--- src/rtl/portal_pkg.sv ---
// Shared portal pipe constants, header layout and the length-clamp helper.
// Used by the pipe serializer and by the M2P/P2M encoders and deserializer.
package portal_pkg;

  localparam int PIPE_WIDTH = 128;
  localparam int WORD_WIDTH = 32;
  localparam int PIPE_WORDS = PIPE_WIDTH / WORD_WIDTH;

  // Header word field positions
  localparam int METHOD_LSB = 16;
  localparam int LEN_LSB    = 0;
  localparam int LEN_BITS   = 16;

  // Width of a word count that can hold 1..PIPE_WORDS
  localparam int NW_BITS = $clog2(PIPE_WORDS + 1);

  typedef struct packed {
    logic [15:0] method;
    logic [15:0] len;
  } portal_hdr_t;

  typedef enum logic [0:0] {
    ST_IDLE = 1'b0,
    ST_SEND = 1'b1
  } ser_state_t;

  typedef struct packed {
    logic [NW_BITS-1:0] nwords;
    logic               err;
  } clamp_t;

  // Map the header length to the number of words actually emitted.
  // A zero length still sends the header; oversize lengths are cut to a
  // full pipe. Both cases are flagged so the caller can count them.
  function automatic clamp_t clamp_len(input logic [LEN_BITS-1:0] len);
    clamp_t r;
    if (len == LEN_BITS'(0)) begin
      r.nwords = NW_BITS'(1);
      r.err    = 1'b1;
    end else if (len > LEN_BITS'(PIPE_WORDS)) begin
      r.nwords = NW_BITS'(PIPE_WORDS);
      r.err    = 1'b1;
    end else begin
      r.nwords = len[NW_BITS-1:0];
      r.err    = 1'b0;
    end
    return r;
  endfunction

endpackage

--- src/rtl/portal_pipe_serializer.sv ---
// Transmit end of the 128-bit portal pipe: takes one pipe message per
// handshake and emits it as 32-bit words, header (lowest word) first.
// A new message may be accepted on the final-word cycle for gap-free output.
module portal_pipe_serializer
  import portal_pkg::*;
#(
  parameter int MAX_WORDS = PIPE_WORDS
) (
  input  logic                          CLK,
  input  logic                          RST,
  input  logic                          in_enq__ENA,
  input  logic [MAX_WORDS*WORD_WIDTH-1:0] in_enq_v,
  output logic                          in_enq__RDY,
  output logic                          out_enq__ENA,
  output logic [WORD_WIDTH-1:0]         out_enq_v,
  output logic                          out_enq_last,
  input  logic                          out_enq__RDY,
  output logic [15:0]                   err_count
);

  localparam int IDX_BITS = $clog2(MAX_WORDS);

  ser_state_t                            state_r;
  ser_state_t                            state_nxt_s;
  logic [MAX_WORDS-1:0][WORD_WIDTH-1:0]  buffer_r;
  logic [IDX_BITS-1:0]                   index_r;
  logic [NW_BITS-1:0]                    nwords_r;
  logic [15:0]                           err_count_r;

  logic   busy_s;
  logic   last_s;
  logic   out_ena_s;
  logic   in_rdy_s;
  logic   accept_s;
  clamp_t clamp_s;

  assign clamp_s = clamp_len(in_enq_v[LEN_LSB +: LEN_BITS]);

  // Handshake decode: word transfer, last-word flag and input readiness
  always_comb begin
    busy_s    = (state_r == ST_SEND);
    last_s    = (NW_BITS'(index_r) == (nwords_r - NW_BITS'(1)));
    out_ena_s = busy_s & out_enq__RDY;
    // Ready while idle, or when the final word leaves this cycle
    in_rdy_s  = ~busy_s | (out_ena_s & last_s);
    accept_s  = in_enq__ENA & in_rdy_s;
  end

  // Next-state: enter SEND on accept, leave only after the last word with no refill
  always_comb begin
    state_nxt_s = state_r;
    case (state_r)
      ST_IDLE: begin
        if (accept_s) begin
          state_nxt_s = ST_SEND;
        end else begin
          state_nxt_s = ST_IDLE;
        end
      end
      ST_SEND: begin
        if (out_ena_s & last_s & ~accept_s) begin
          state_nxt_s = ST_IDLE;
        end else begin
          state_nxt_s = ST_SEND;
        end
      end
      default: begin
        state_nxt_s = ST_IDLE;
      end
    endcase
  end

  // State register
  always_ff @(posedge CLK or posedge RST) begin
    if (RST) begin
      state_r <= ST_IDLE;
    end else begin
      state_r <= state_nxt_s;
    end
  end

  // Message buffer, word count and word index
  always_ff @(posedge CLK or posedge RST) begin
    if (RST) begin
      buffer_r <= {(MAX_WORDS*WORD_WIDTH){1'b0}};
      nwords_r <= {NW_BITS{1'b0}};
      index_r  <= {IDX_BITS{1'b0}};
    end else if (accept_s) begin
      buffer_r <= in_enq_v;
      nwords_r <= clamp_s.nwords;
      index_r  <= {IDX_BITS{1'b0}};
    end else if (out_ena_s) begin
      if (last_s) begin
        index_r <= {IDX_BITS{1'b0}};
      end else begin
        index_r <= index_r + IDX_BITS'(1);
      end
    end
  end

  // Saturating count of messages whose length field had to be clamped
  always_ff @(posedge CLK or posedge RST) begin
    if (RST) begin
      err_count_r <= 16'h0000;
    end else if (accept_s & clamp_s.err & (err_count_r != 16'hFFFF)) begin
      err_count_r <= err_count_r + 16'h0001;
    end
  end

  // Word data and last flag come straight from the buffer/index registers
  assign out_enq_v    = buffer_r[index_r];
  assign out_enq_last = last_s;
  assign out_enq__ENA = out_ena_s;
  assign in_enq__RDY  = in_rdy_s;
  assign err_count    = err_count_r;

endmodule

--- config.mk ---
export PLATFORM = sky130hd
export DESIGN_NAME = portal_pipe_serializer
export DESIGN_NICKNAME = d
export VERILOG_FILES = /design/src/rtl/portal_pkg.sv /design/src/rtl/portal_pipe_serializer.sv
export SDC_FILE = /design/constraint.sdc
export NUM_CORES = 1
export LEC_CHECK = 0
export BUFFER_PORTS_ARGS = -buffer_cell sky130_fd_sc_hd__buf_4
export CAP_MARGIN = 20
export CORE_AREA = 2 2 129 99
export DETAILED_ROUTE_END_ITERATION = 16
export DIE_AREA = 0 0 131 101
export PLACE_DENSITY = 0.84
export SLEW_MARGIN = 10
export SYNTH_ARGS = -nofsm -noshare
export SYNTH_HDL_FRONTEND = slang
export SYNTH_SLANG_ARGS = --single-unit
--- constraint.sdc ---
create_clock -name CLK -period 13.2 [get_ports CLK]
set_input_delay 1.32 -clock CLK [delete_from_list [all_inputs] [get_ports CLK]]
set_output_delay 1.32 -clock CLK [all_outputs]
set_load 0.01 [all_outputs]
Yosys cells after proc, flatten, opt, wreduce, memory -nomap -nowiden
Cells that the tools add are included.
Widths: inputs -> output; s select.
- reductions and logical operators: 2
- order comparisons: 2
- bitwise logic cells: 9
- eq/ne operators: 2
- $add $sub $neg: 3
- multiplexer cells: 10
- operators with widths (cell ; number):
    $bmux 32 s2 ; 1
    $mux 32 ; 1
    $add 16x1->16 const B ; 1
    $gt 16x3->1 const B ; 1
    $logic_not 16->1 ; 1
    $ne 16x16->1 const B ; 1
    $mux 4 ; 2
    $and 1x1->1 ; 6
    $mux 2 ; 3
    $eq 2x3->1 ; 1
    $lt 2x3->1 const B ; 1
    $sub 3x1->3 const B ; 1
    $add 2x1->2 const B ; 1
    $mux 1 ; 2
    $not 1->1 ; 2
    $pmux 1 s2 ; 1
    $reduce_bool 2->1 ; 1
    $or 1x1->1 ; 1
- register bits: 150
- output and inout port bits: 51

Longest topological paths before layout
- depth after elaboration: 9
- depth in mapped cells: 9
- depth with buffers taken out: 7

Least setup slack after synthesis
No wires, ideal clock.
- kind: input to output
- start: in out_enq__RDY
- end: out in_enq__RDY
- stages: 2
- path buffers: 0
- setup slack: 10.036 ns
- arrival time: 1.844 ns
- path through: inv_1 o41ai_2
- cells in the longest elaborated chain, start to end: 3
- RTL lines (element ; line ; text):
    from (decl) ; portal_pipe_serializer.sv:17 ; input logic out_enq__RDY,
    $and 1x1->1 ; portal_pipe_serializer.sv:43 ; out_ena_s = busy_s & out_enq__RDY;
    $and 1x1->1 ; portal_pipe_serializer.sv:45 ; in_rdy_s = ~busy_s | (out_ena_s & last_s);
    $or 1x1->1 ; portal_pipe_serializer.sv:45 ;
    to (decl) ; portal_pipe_serializer.sv:13 ; output logic in_enq__RDY,
No other way between the ends.

Final worst setup path
- start: reg index_r[1]
- end: out in_enq__RDY
- cells in the longest elaborated chain, start to end: 3
- RTL lines (element ; line ; text):
    from (decl) ; portal_pipe_serializer.sv:26 ; logic [IDX_BITS-1:0] index_r;
    from (signal assigned) ; portal_pipe_serializer.sv:87 ; index_r <= {IDX_BITS{1'b0}};
    from (signal assigned) ; portal_pipe_serializer.sv:91 ; index_r <= {IDX_BITS{1'b0}};
    from (signal assigned) ; portal_pipe_serializer.sv:94 ; index_r <= {IDX_BITS{1'b0}};
    $eq 2x3->1 ; portal_pipe_serializer.sv:42 ; last_s = (NW_BITS'(index_r) == (nwords_r - NW_BITS'(1)));
    $and 1x1->1 ; portal_pipe_serializer.sv:45 ;
    $or 1x1->1 ; portal_pipe_serializer.sv:45 ;
No other way between the ends.

==> qor.csv <==
stage,metric,value,unit
outcome,status,"finished, final reports clean",
clock_tree,clock latency on the worst-skew pair,410,ps
placed_design,number of port buffers,182,
grt,vias in the first global route,5428,
cells_and_area,fin nets,1005,
pwr,PD cells,232.6,nW/um^2
pwr,Max IR drop VDD,0.1143,mV
synthesis,"FFs w/ async S/R, synth",1.000,
timing,RSZ-0062 raised after global routing,false,
worst_hold_path,HP Start,buffer_r[114]$_DFFE_PP0P_,
detailed_routing,overall routed net length,16.50,mm
floorplanning,Core Area,12040,sq um
cells_and_area,fin util,0.7332,
grt,Overflow after GRT,0,
grt,largest net degree at the start of global routing,83,
floorplanning,Die Span X,131,um
timing,crit share post-route,0.2910,
pwr,Pleak,4.571,nW
grt,antenna violations before repair,0,
synthesis,Synth Area per Inst,9.571,sq um
critical_path,critical path peak fanout,36,
critical_path,startpoint class of the critical path,flop,
detailed_routing,DR DRC count,0,
floorplanning,Die ar.,13230,sq um
clock_tree,CTS tree,yes,
timing,final clock skew,10.36,ps
detailed_routing,Routed WL per cell,15.74,um
timing,Max Slew Vio Count,0,
detailed_routing,via count,5473,
timing,final hold vios,0,
synthesis,number of synthesized register bits,150,
cells_and_area,Area Growth Syn to Fin,31.61,%
synthesis,Synth top cells by count,"nand2_1 (394), dfrtp_1 (150), mux4_2 (32)",
flow_run,Max-cap violations,0,
clock_tree,H-tree levels,4,
timing,max frequency,260.4,MHz
floorplanning,row cnt,35,
clock_tree,hold buffers post-CTS,0,
clock_tree,Num CTS Buffers,17,
timing,Final setup viols,0,
detailed_routing,first-pass iteration count of the detailed router,5,
synthesis,Mapped Cells,701,
synthesis,"area leader, netlist",dfrtp_1,
synthesis,Yosys top cell area share,0.5595,
cells_and_area,share of post-route cells with drive strength above 1,0.2948,
placed_design,Detailed Place HPWL,10.95,mm
clock_tree,Post-CTS Setup Bufs,0,
timing,Slew headroom,0.3694,
critical_path,R2R depth,5,
critical_path,Critical path destination,in_enq__RDY,
critical_path,Required @ worst endpoint,11880,ps
floorplanning,chip height,101,um
detailed_routing,Initial DRC Count,403,
timing,Tmin final,3841,ps
critical_path,Setup crit end kind,output pin,
timing,Worst Max-Slew Pin Slew,945.9,ps
pwr,total power,2.054,mW
synthesis,Post-synth EDFFs,0,
placed_design,GPL Wtd Cong,0.8612,
clock_tree,Root Buffer,clkbuf_16,
synthesis,top post-synthesis cells by area,"dfrtp_1 (56%), nand2_1 (22%), mux4_2 (11%)",
critical_path,crit path DAT,2520,ps
clock_tree,clk sink count,150,
critical_path,crit path kind,reg2out,
clock_tree,clock-pin slew on the worst setup and hold paths,60,ps
critical_path,reg2reg end,nwords_r[1]$_DFFE_PP0P_,
detailed_routing,Detail Route Antenna Nets,0,
timing,final worst slack,9359,ps
floorplanning,I/O pin count,183,
synthesis,most common flop cell mapped by yosys,dfrtp_1,
grt,Total GRT Usage,0.2626,
critical_path,R2R Path Start,index_r[1]$_DFFE_PP0P_,
synthesis,post-synth net total,835,
floorplanning,Starting Density,0.5571,
placed_design,dpl ws,9672,ps
clock_tree,PostCTS Resize Cnt,0,
worst_hold_path,Hold Crit Class,reg2reg,
synthesis,Post-Syn Area,6709,sq um
cells_and_area,Inserted Diodes,0,
clock_tree,Bufs on Longest Clock Path,2,
synthesis,"Distinct cells, synth",31,
critical_path,Critical path origin,index_r[1]$_DFFE_PP0P_,
synthesis,sequential-to-total area share from yosys stat,0.5595,
critical_path,internal reg-to-reg setup slack,9830,ps
detailed_routing,vias per inst,5.222,
grt,global-route wire length before repair,26.39,mm
synthesis,"count leader, synth",nand2_1,
synthesis,Ys Warns,0,
timing,setup TNS,0,ps
-- worst min-delay path by stage --
stage	end	slack [ps]	cells past startpoint
after floorplan	buffer_r[64]$_DFFE_PP0P_	440	2
after global placement	buffer_r[69]$_DFFE_PP0P_	450	2
after detailed placement	buffer_r[68]$_DFFE_PP0P_	460	2
after CTS	buffer_r[114]$_DFFE_PP0P_	470	2
after global routing	buffer_r[68]$_DFFE_PP0P_	490	2
final	buffer_r[114]$_DFFE_PP0P_	470	2
-- where the power goes --
part | switching, mW | internal (mW) | leakage (nW)
logic | 0.356 | 0.387 | 2.43
registers | 0.145 | 0.657 | 1.85
clock network | 0.188 | 0.321 | 0.292
-- cell usage in the layout (no fill, tap or decap), types with 3 or more instances in the layout --
master        n
a21oi_1       4
buf_4       187
bufinv_16     4
clkbuf_16    17
clkinvlp_4    3
dfrtp_1     148
inv_1         7
inv_6         4
mux4_2       32
nand2_1     393
nand3_1       9
nand4_1       3
nor2_1        7
nor3_1       10
nor4_1        4
nor4_2        3
o21ai_0       5
xnor2_1       3
xor2_1       15
-- stage by stage --
stage	hold WS (ps)	area [sq um]	instances
after floorplan	440.3	6709	701
after global placement	452.1	8185	1017
after detailed placement	458.2	8185	1017
after CTS	472.9	8802	1047
after global routing	487.5	8830	1048
final	469.1	8830	1048
-- logic make-up after synthesis --
logic type	after synthesis	share of synthesized area
fa+ha+maj	2	0.003729
mux	34	0.1108
flops	150	0.5595
simple gates	438	0.2587
buf+inv	45	0.02686
compound gates	14	0.01697
xor+xnor	18	0.02350
-- registers in the layout, summed over array words and instances (netlist names) --
signal,flops
buffer_r,128
err_count,16
nwords_r,3
index_r,2
busy_s,1
-- layout make-up --
| cell class | instances | area (sq um) |
|---|---|---|
| clock buffers | 19 | 442.9 |
| clock inverters | 11 | 173.9 |
| fillers | 864 | 3213 |
| inverters | 8 | 35.03 |
| multi-input cells | 506 | 2783 |
| flip-flops and latches | 150 | 3756 |
| well taps | 166 | 207.7 |
| repair buffers | 188 | 1431 |
-- routing by layer --
| metal | global-route usage | vias to the layer above | routed length [um] |
|---|---|---|---|
| met5 | 0 | - | 0 |
| met2 | 0.4101 | 217 | 7911 |
| li1 | - | 2601 | - |
| met4 | 0.1064 | 0 | 376 |
| met3 | 0.05467 | 33 | 1189 |
| met1 | 0.3645 | 2622 | 7019 |
-- worst max-delay path, cell delays in order (launching register included) --
cell and delay (ps):
dfrtp_2 990, xnor2_1 340, o41ai_2 570, buf_4 220
No activity file was read; power rests on OpenSTA's default activity.
